$ cat src/rtl/mii_mac_tx_framer.sv
// MII transmit MAC: AXI-Stream bytes in, preamble/SFD + data + pad + FCS + IFG out as registered nibbles.
// Latency: first mii_en one cycle after tvalid is seen idle; backpressure: tready offered once per byte time.
module mii_mac_tx_framer #(
    parameter int PREAMBLE_BYTES  = 7,
    parameter int IFG_BYTES       = 12,
    parameter bit PAD_ENABLE      = 1'b1,
    parameter int MIN_FRAME_BYTES = 64,
    parameter bit FCS_ENABLE      = 1'b1
) (
    input  logic       clock,
    input  logic       reset,
    output logic [3:0] mii_d,
    output logic       mii_en,
    output logic       mii_er,
    input  logic [7:0] saxis_tdata,
    input  logic       saxis_tvalid,
    output logic       saxis_tready,
    input  logic       saxis_tlast,
    output logic       frame_done,
    output logic       underrun
);

    localparam int          PAD_TARGET = MIN_FRAME_BYTES - (FCS_ENABLE ? 4 : 0);
    localparam logic [10:0] PAD_TGT_W  = 11'(PAD_TARGET);
    localparam logic [5:0]  PRE_LAST   = 6'(2 * PREAMBLE_BYTES - 1);
    // The IDLE cycle that samples the next tvalid is the final gap cycle,
    // so the IFG state itself lasts one cycle less than the full gap.
    localparam logic [5:0]  IFG_LOAD   = 6'(2 * IFG_BYTES - 2);

    typedef enum logic [3:0] {
        S_IDLE, S_PRE, S_SFD, S_DATA, S_PAD, S_FCS, S_ERR, S_DROP, S_IFG
    } state_t;

    state_t      state_q, state_d;
    logic        phase_q, phase_d;
    logic [5:0]  cnt_q, cnt_d;
    logic [3:0]  hi_q;
    logic        last_q;
    logic [31:0] crc_q;
    logic [10:0] count_q;

    logic [3:0]  d_d;
    logic        en_d, er_d, done_d, urun_d;
    logic        byte_slot, take_byte, end_of_byte, need_pad, pad_byte;
    logic [31:0] fcs_word;

    function automatic logic [31:0] crc_byte(input logic [31:0] c, input logic [7:0] d);
        logic [31:0] r;
        r = c;
        for (int i = 0; i < 8; i++)
            r = (r[0] ^ d[i]) ? ((r >> 1) ^ 32'hEDB88320) : (r >> 1);
        return r;
    endfunction

    assign byte_slot    = (state_q == S_SFD || state_q == S_DATA) && phase_q && !last_q;
    assign saxis_tready = byte_slot || (state_q == S_DROP);
    assign take_byte    = byte_slot && saxis_tvalid;
    assign end_of_byte  = ((state_q == S_DATA && last_q) || state_q == S_PAD) && phase_q;
    assign need_pad     = PAD_ENABLE && (count_q < PAD_TGT_W);
    assign pad_byte     = end_of_byte && need_pad;
    assign fcs_word     = ~crc_q;

    // State register and registered MII/status outputs
    always_ff @(posedge clock) begin
        if (reset) begin
            state_q    <= S_IDLE;
            phase_q    <= 1'b0;
            cnt_q      <= '0;
            mii_d      <= 4'h0;
            mii_en     <= 1'b0;
            mii_er     <= 1'b0;
            frame_done <= 1'b0;
            underrun   <= 1'b0;
        end else begin
            state_q    <= state_d;
            phase_q    <= phase_d;
            cnt_q      <= cnt_d;
            mii_d      <= d_d;
            mii_en     <= en_d;
            mii_er     <= er_d;
            frame_done <= done_d;
            underrun   <= urun_d;
        end
    end

    // Next-state logic
    always_comb begin
        state_d = state_q;
        phase_d = phase_q;
        cnt_d   = cnt_q;
        case (state_q)
            S_IDLE: begin
                phase_d = 1'b0;
                if (saxis_tvalid) begin
                    state_d = S_PRE;
                    cnt_d   = PRE_LAST;
                end
            end
            S_PRE: begin
                if (cnt_q == 6'd0) begin
                    state_d = S_SFD;
                    phase_d = 1'b0;
                end else begin
                    cnt_d   = cnt_q - 6'd1;
                    phase_d = ~phase_q;
                end
            end
            S_SFD, S_DATA, S_PAD: begin
                if (!phase_q) begin
                    phase_d = 1'b1;
                end else if (byte_slot) begin
                    state_d = saxis_tvalid ? S_DATA : S_ERR;
                    phase_d = 1'b0;
                end else begin
                    phase_d = 1'b0;
                    if (need_pad) begin
                        state_d = S_PAD;
                    end else if (FCS_ENABLE) begin
                        state_d = S_FCS;
                        cnt_d   = 6'd0;
                    end else begin
                        state_d = S_IFG;
                        cnt_d   = IFG_LOAD;
                    end
                end
            end
            S_FCS: begin
                phase_d = ~phase_q;
                if (cnt_q[2:0] == 3'd7) begin
                    state_d = S_IFG;
                    cnt_d   = IFG_LOAD;
                end else begin
                    cnt_d = cnt_q + 6'd1;
                end
            end
            S_ERR: begin
                phase_d = ~phase_q;
                if (phase_q)
                    state_d = S_DROP;
            end
            S_DROP: begin
                phase_d = 1'b0;
                if (saxis_tvalid && saxis_tlast) begin
                    state_d = S_IFG;
                    cnt_d   = IFG_LOAD;
                end
            end
            S_IFG: begin
                phase_d = 1'b0;
                if (cnt_q == 6'd0)
                    state_d = S_IDLE;
                else
                    cnt_d = cnt_q - 6'd1;
            end
            default: state_d = S_IDLE;
        endcase
    end

    // Output logic: values for the nibble driven in the next cycle
    always_comb begin
        d_d    = 4'h0;
        en_d   = 1'b0;
        er_d   = 1'b0;
        done_d = 1'b0;
        urun_d = byte_slot && !saxis_tvalid;
        case (state_d)
            S_PRE: begin
                en_d = 1'b1;
                d_d  = 4'h5;
            end
            S_SFD: begin
                en_d = 1'b1;
                d_d  = phase_d ? 4'hD : 4'h5;
            end
            S_DATA: begin
                en_d = 1'b1;
                d_d  = phase_d ? hi_q : saxis_tdata[3:0];
                done_d = !FCS_ENABLE && state_q == S_DATA && !phase_q && last_q && !need_pad;
            end
            S_PAD: begin
                en_d   = 1'b1;
                done_d = !FCS_ENABLE && state_q == S_PAD && !phase_q && !need_pad;
            end
            S_FCS: begin
                en_d   = 1'b1;
                d_d    = fcs_word[{cnt_d[2:0], 2'b00} +: 4];
                done_d = (cnt_d[2:0] == 3'd7);
            end
            S_ERR: begin
                en_d = 1'b1;
                er_d = 1'b1;
            end
            default: ;
        endcase
    end

    // Byte datapath: held high nibble, tlast flag, running CRC and byte count
    always_ff @(posedge clock) begin
        if (reset) begin
            hi_q    <= 4'h0;
            last_q  <= 1'b0;
            crc_q   <= 32'hFFFFFFFF;
            count_q <= '0;
        end else if (state_q == S_IDLE && state_d == S_PRE) begin
            last_q  <= 1'b0;
            crc_q   <= 32'hFFFFFFFF;
            count_q <= '0;
        end else if (take_byte || pad_byte) begin
            hi_q    <= take_byte ? saxis_tdata[7:4] : 4'h0;
            crc_q   <= crc_byte(crc_q, take_byte ? saxis_tdata : 8'h00);
            count_q <= (count_q == 11'h7FF) ? count_q : count_q + 11'd1;
            if (take_byte)
                last_q <= saxis_tlast;
        end
    end

endmodule

$ cat config.mk
export PLATFORM = sky130hd
export DESIGN_NAME = mii_mac_tx_framer
export DESIGN_NICKNAME = d
export VERILOG_FILES = /design/src/rtl/mii_mac_tx_framer.sv
export SDC_FILE = /design/constraint.sdc
export NUM_CORES = 1
export LEC_CHECK = 0
export CORE_UTILIZATION = 30
export DETAILED_ROUTE_END_ITERATION = 12
export SETUP_SLACK_MARGIN = 0.3
export SYNTH_ARGS = -nofsm -noshare
export SYNTH_HDL_FRONTEND = slang
export SYNTH_SLANG_ARGS = --single-unit
$ cat constraint.sdc
create_clock -name clock -period 7 [get_ports clock]
set_input_delay 1.75 -clock clock [delete_from_list [all_inputs] [get_ports clock]]
set_output_delay 1.75 -clock clock [all_outputs]
set_load 0.005 [all_outputs]
==> summary.md <==
| Metric | Value |
|---|---|
| CTS resizes | `0` |
| Proportion of layout cells with a drive suffix above 1 | `0.0851` |
| Number of I/O pins | `21` |
| Post-CTS Setup Inserts | `0` |
| Most frequent cell after synthesis | `dfxtp_1` |
| Synth Instances | `493` |
| Maximum vdd ir drop | `0.000117 V` |
| CP Data Arrival Time | `4670 ps` |
| Drt wl/cell | `15.7 um` |
| R2R Path End | `mii_d[0]` |
| Bufs on Longest Clock Path | `2` |
| RSZ-0062 raised after global routing | `no` |
| Worst hold endpoint | `hi_q[1]` |
| Synthesis Warnings | `0` |
| Leakage power | `1.74 nW` |
| Final Cell Area | `0.00483 sq mm` |
| #FFs+latches synth | `67` |
| Total Routing Usage GR | `0.156` |
| WS Path Type | `in -> reg` |
| TritonCTS Sinks | `67` |
| Seq/Total Area, Yosys | `0.319` |
| GRT Residual Overflow | `0` |
| Top cell type's share of synthesized area | `0.319` |
| Startpoint types | `input port` |
| Worst setup margin | `2550 ps` |
| Top sig layer | `met4` |
| Measured slew at the worst slew-check pin | `982 ps` |
| Number of enable flip-flop cells after synthesis | `0` |
| Hold Crit Depth | `2` |
| Tot Pwr | `1.22 mW` |
| Hold WS | `459 ps` |
| Nets | `515` |
| Initial antenna violation count | `0` |
| Hold Crit Class | `reg -> reg` |
| Final Max Slew Viols | `0` |
| Outcome | `finished clean` |
| Routed vias | `3595` |
| Post-Layout Cell Count | `681` |
| Switch share | `0.325` |
| Cell area power density | `252 mW/mm^2` |
| Fillers | `1379` |
| CTS Hold Buffers Added | `0` |
| Register area | `0.00134 sq mm` |
| Achievable Freq | `225 MHz` |
| Total Neg Setup Slack | `0 ps` |
| Site row count | `42` |
| Worst EP required | `7220 ps` |
| Syn_nets | `508` |
| ANT nets after route | `0` |
| Worst R2R Setup Slack | `3410 ps` |
| # diodes | `0` |
| Placed Area | `0.00454 sq mm` |
| CTS Root Cell | `clkbuf_16` |
| Comb pwr share | `0.272` |
| Worst hold start | `hi_q[1]` |
| Skew final | `8.83 ps` |
| DP Worst Slack | `2190 ps` |
| Hold Fails Final Rpt | `0` |
| Hpwl dp | `7.62 mm` |
| IO Port Bufs | `20` |
| Global-route wire length before repair | `17.8 mm` |
| Final period demand of the worst path | `4450 ps` |
| Worst slew margin | `0.339` |
| Largest net degree at the start of global routing | `57` |
| Synth Flop Type | `dfxtp_1` |
| Met3 WL | `519 um` |
| Cell-internal power | `0.821 mW` |
| Worst Reg-to-Reg Cells | `11` |
| Syn_area_per_cell | `8.52 sq um` |
| CTS clk-pin slew, worst paths | `60 ps` |
| Area grow syn2layout | `15.0%` |
| Post-Syn Area | `0.00420 sq mm` |
| NetSw | `0.395 mW` |
| Worst skew pair latency | `340 ps` |
| Met2 WL | `4.92 mm` |
| Asr flop ratio synth | `0` |
| RR Startpoint | `cnt_q[0]` |
| Most common library cells after synthesis | `67 x dfxtp_1, 57 x nand2_1, 46 x xnor2_1` |
| Max H-tree Level | `3` |
| CORE AREA | `0.0135 sq mm` |
| First-pass DRT Iterations | `5` |
| Biggest area consumer among synthesized cells | `dfxtp_1` |
| DRC Markers | `0` |
| Initial Util | `0.312` |
| Worst-path fanout max | `14` |
| Final period utilization | `0.636` |
| Sequential power share | `0.358` |
| Layout Utilization | `0.359` |
| Die height | `120 um` |
| Netlist cell types | `72` |
| DRT met1 WL | `5.08 mm` |
| Synth area leaders | `dfxtp_1 32%, xnor2_1 9.6%, xor2_1 6.9%, mux2i_1 5.7%, nand2_1 5.1%` |
| Detailed-route wire length | `10.7 mm` |
| Number of global-route vias before repair | `3390` |
| CTS Buf Count | `9` |
| Placer's final routability congestion estimate | `0.891` |
| Placed Cells | `665` |
| Initial DRC Count | `318` |
| CTS tree | `done` |
| Multi-input logic area | `0.00271 sq mm` |
| DIE AREA | `0.0145 sq mm` |
| Max_cap viols | `0` |
| Vias/cell | `5.28` |
| Die extent in x | `120 um` |
| Clock power frac | `0.370` |
| Final setup fails | `0` |
| Worst setup EP type | `flip-flop` |
==> worst max-delay path, stage by stage <==
cell	delay, ps
clkdlybuf4s50_1	700
and3_1	280
nor2_1	60
o31ai_1	380
nand3_1	200
a21boi_4	530
mux2i_1	160
mux2i_1	160
nor2_1	60
a2111o_1	380
==> sequential cells by signal (all words and copies together), names as in the netlist <==
register    cells
underrun        1
state_q         4
crc_q          32
hi_q            4
phase_q         1
count_q        11
mii_en          1
mii_er          1
frame_done      1
cnt_q           6
last_q          1
mii_d           4
==> power by group through the flow <==
stage	sequential, mW	combinational [mW]	clock, mW
floorplan	0.419	0.268	0
global placement	0.440	0.321	0
detailed placement	0.441	0.326	0
CTS	0.433	0.329	0.457
global route	0.438	0.363	0.475
finish	0.435	0.331	0.450
==> how the worst max path moves through the flow <==
stage | from | end | slack (ps) | cells after the start
floorplan | saxis_tvalid | mii_d[0] | 3060 | 10
global placement | saxis_tvalid | crc_q[26] | 2300 | 8
detailed placement | saxis_tvalid | crc_q[26] | 2190 | 8
CTS | saxis_tvalid | crc_q[26] | 2540 | 8
global route | saxis_tvalid | mii_d[0] | 2360 | 10
finish | saxis_tvalid | mii_d[0] | 2550 | 10
==> cell type report <==
type / instances / share of cell area
Clock buffer: 10 / 0.0474
Tap cell: 176 / 0.0456
Sequential cell: 67 / 0.278
Multi-Input combinational cell: 388 / 0.560
Inverter: 10 / 0.00777
Clock inverter: 6 / 0.0135
Timing Repair Buffer: 24 / 0.0477
==> cells by family after synthesis <==
| group | after synthesis | share of synthesized area |
|---|---|---|
| xor+xnor | 84 | 0.184 |
| mux | 26 | 0.0652 |
| fa+ha+maj | 3 | 0.00894 |
| simple gates | 159 | 0.185 |
| flops | 67 | 0.319 |
| compound gates | 116 | 0.200 |
| buf+inv | 38 | 0.0366 |
==> layer usage <==
metal,vias to the layer above,track usage
li1,1769,-
met1,1718,0.208
met2,92,0.245
met3,16,0.0330
met4,0,0.0594
met5,-,0
==> placed cells by master (no fill, tap or decap), types with 6 or more instances in the layout <==
cell and instances:
nand2_1 57, clkdlybuf4s50_1 20, o21ai_0 19, clkbuf_16 9, a21oi_1 25, nand3_1 14
a22oi_1 6, inv_1 10, dfxtp_1 67, a221oi_1 6, xnor2_1 46, nor2_1 42
mux2i_1 24, o211ai_1 18, xor2_1 33
Power figures use the tool's default switching activity.
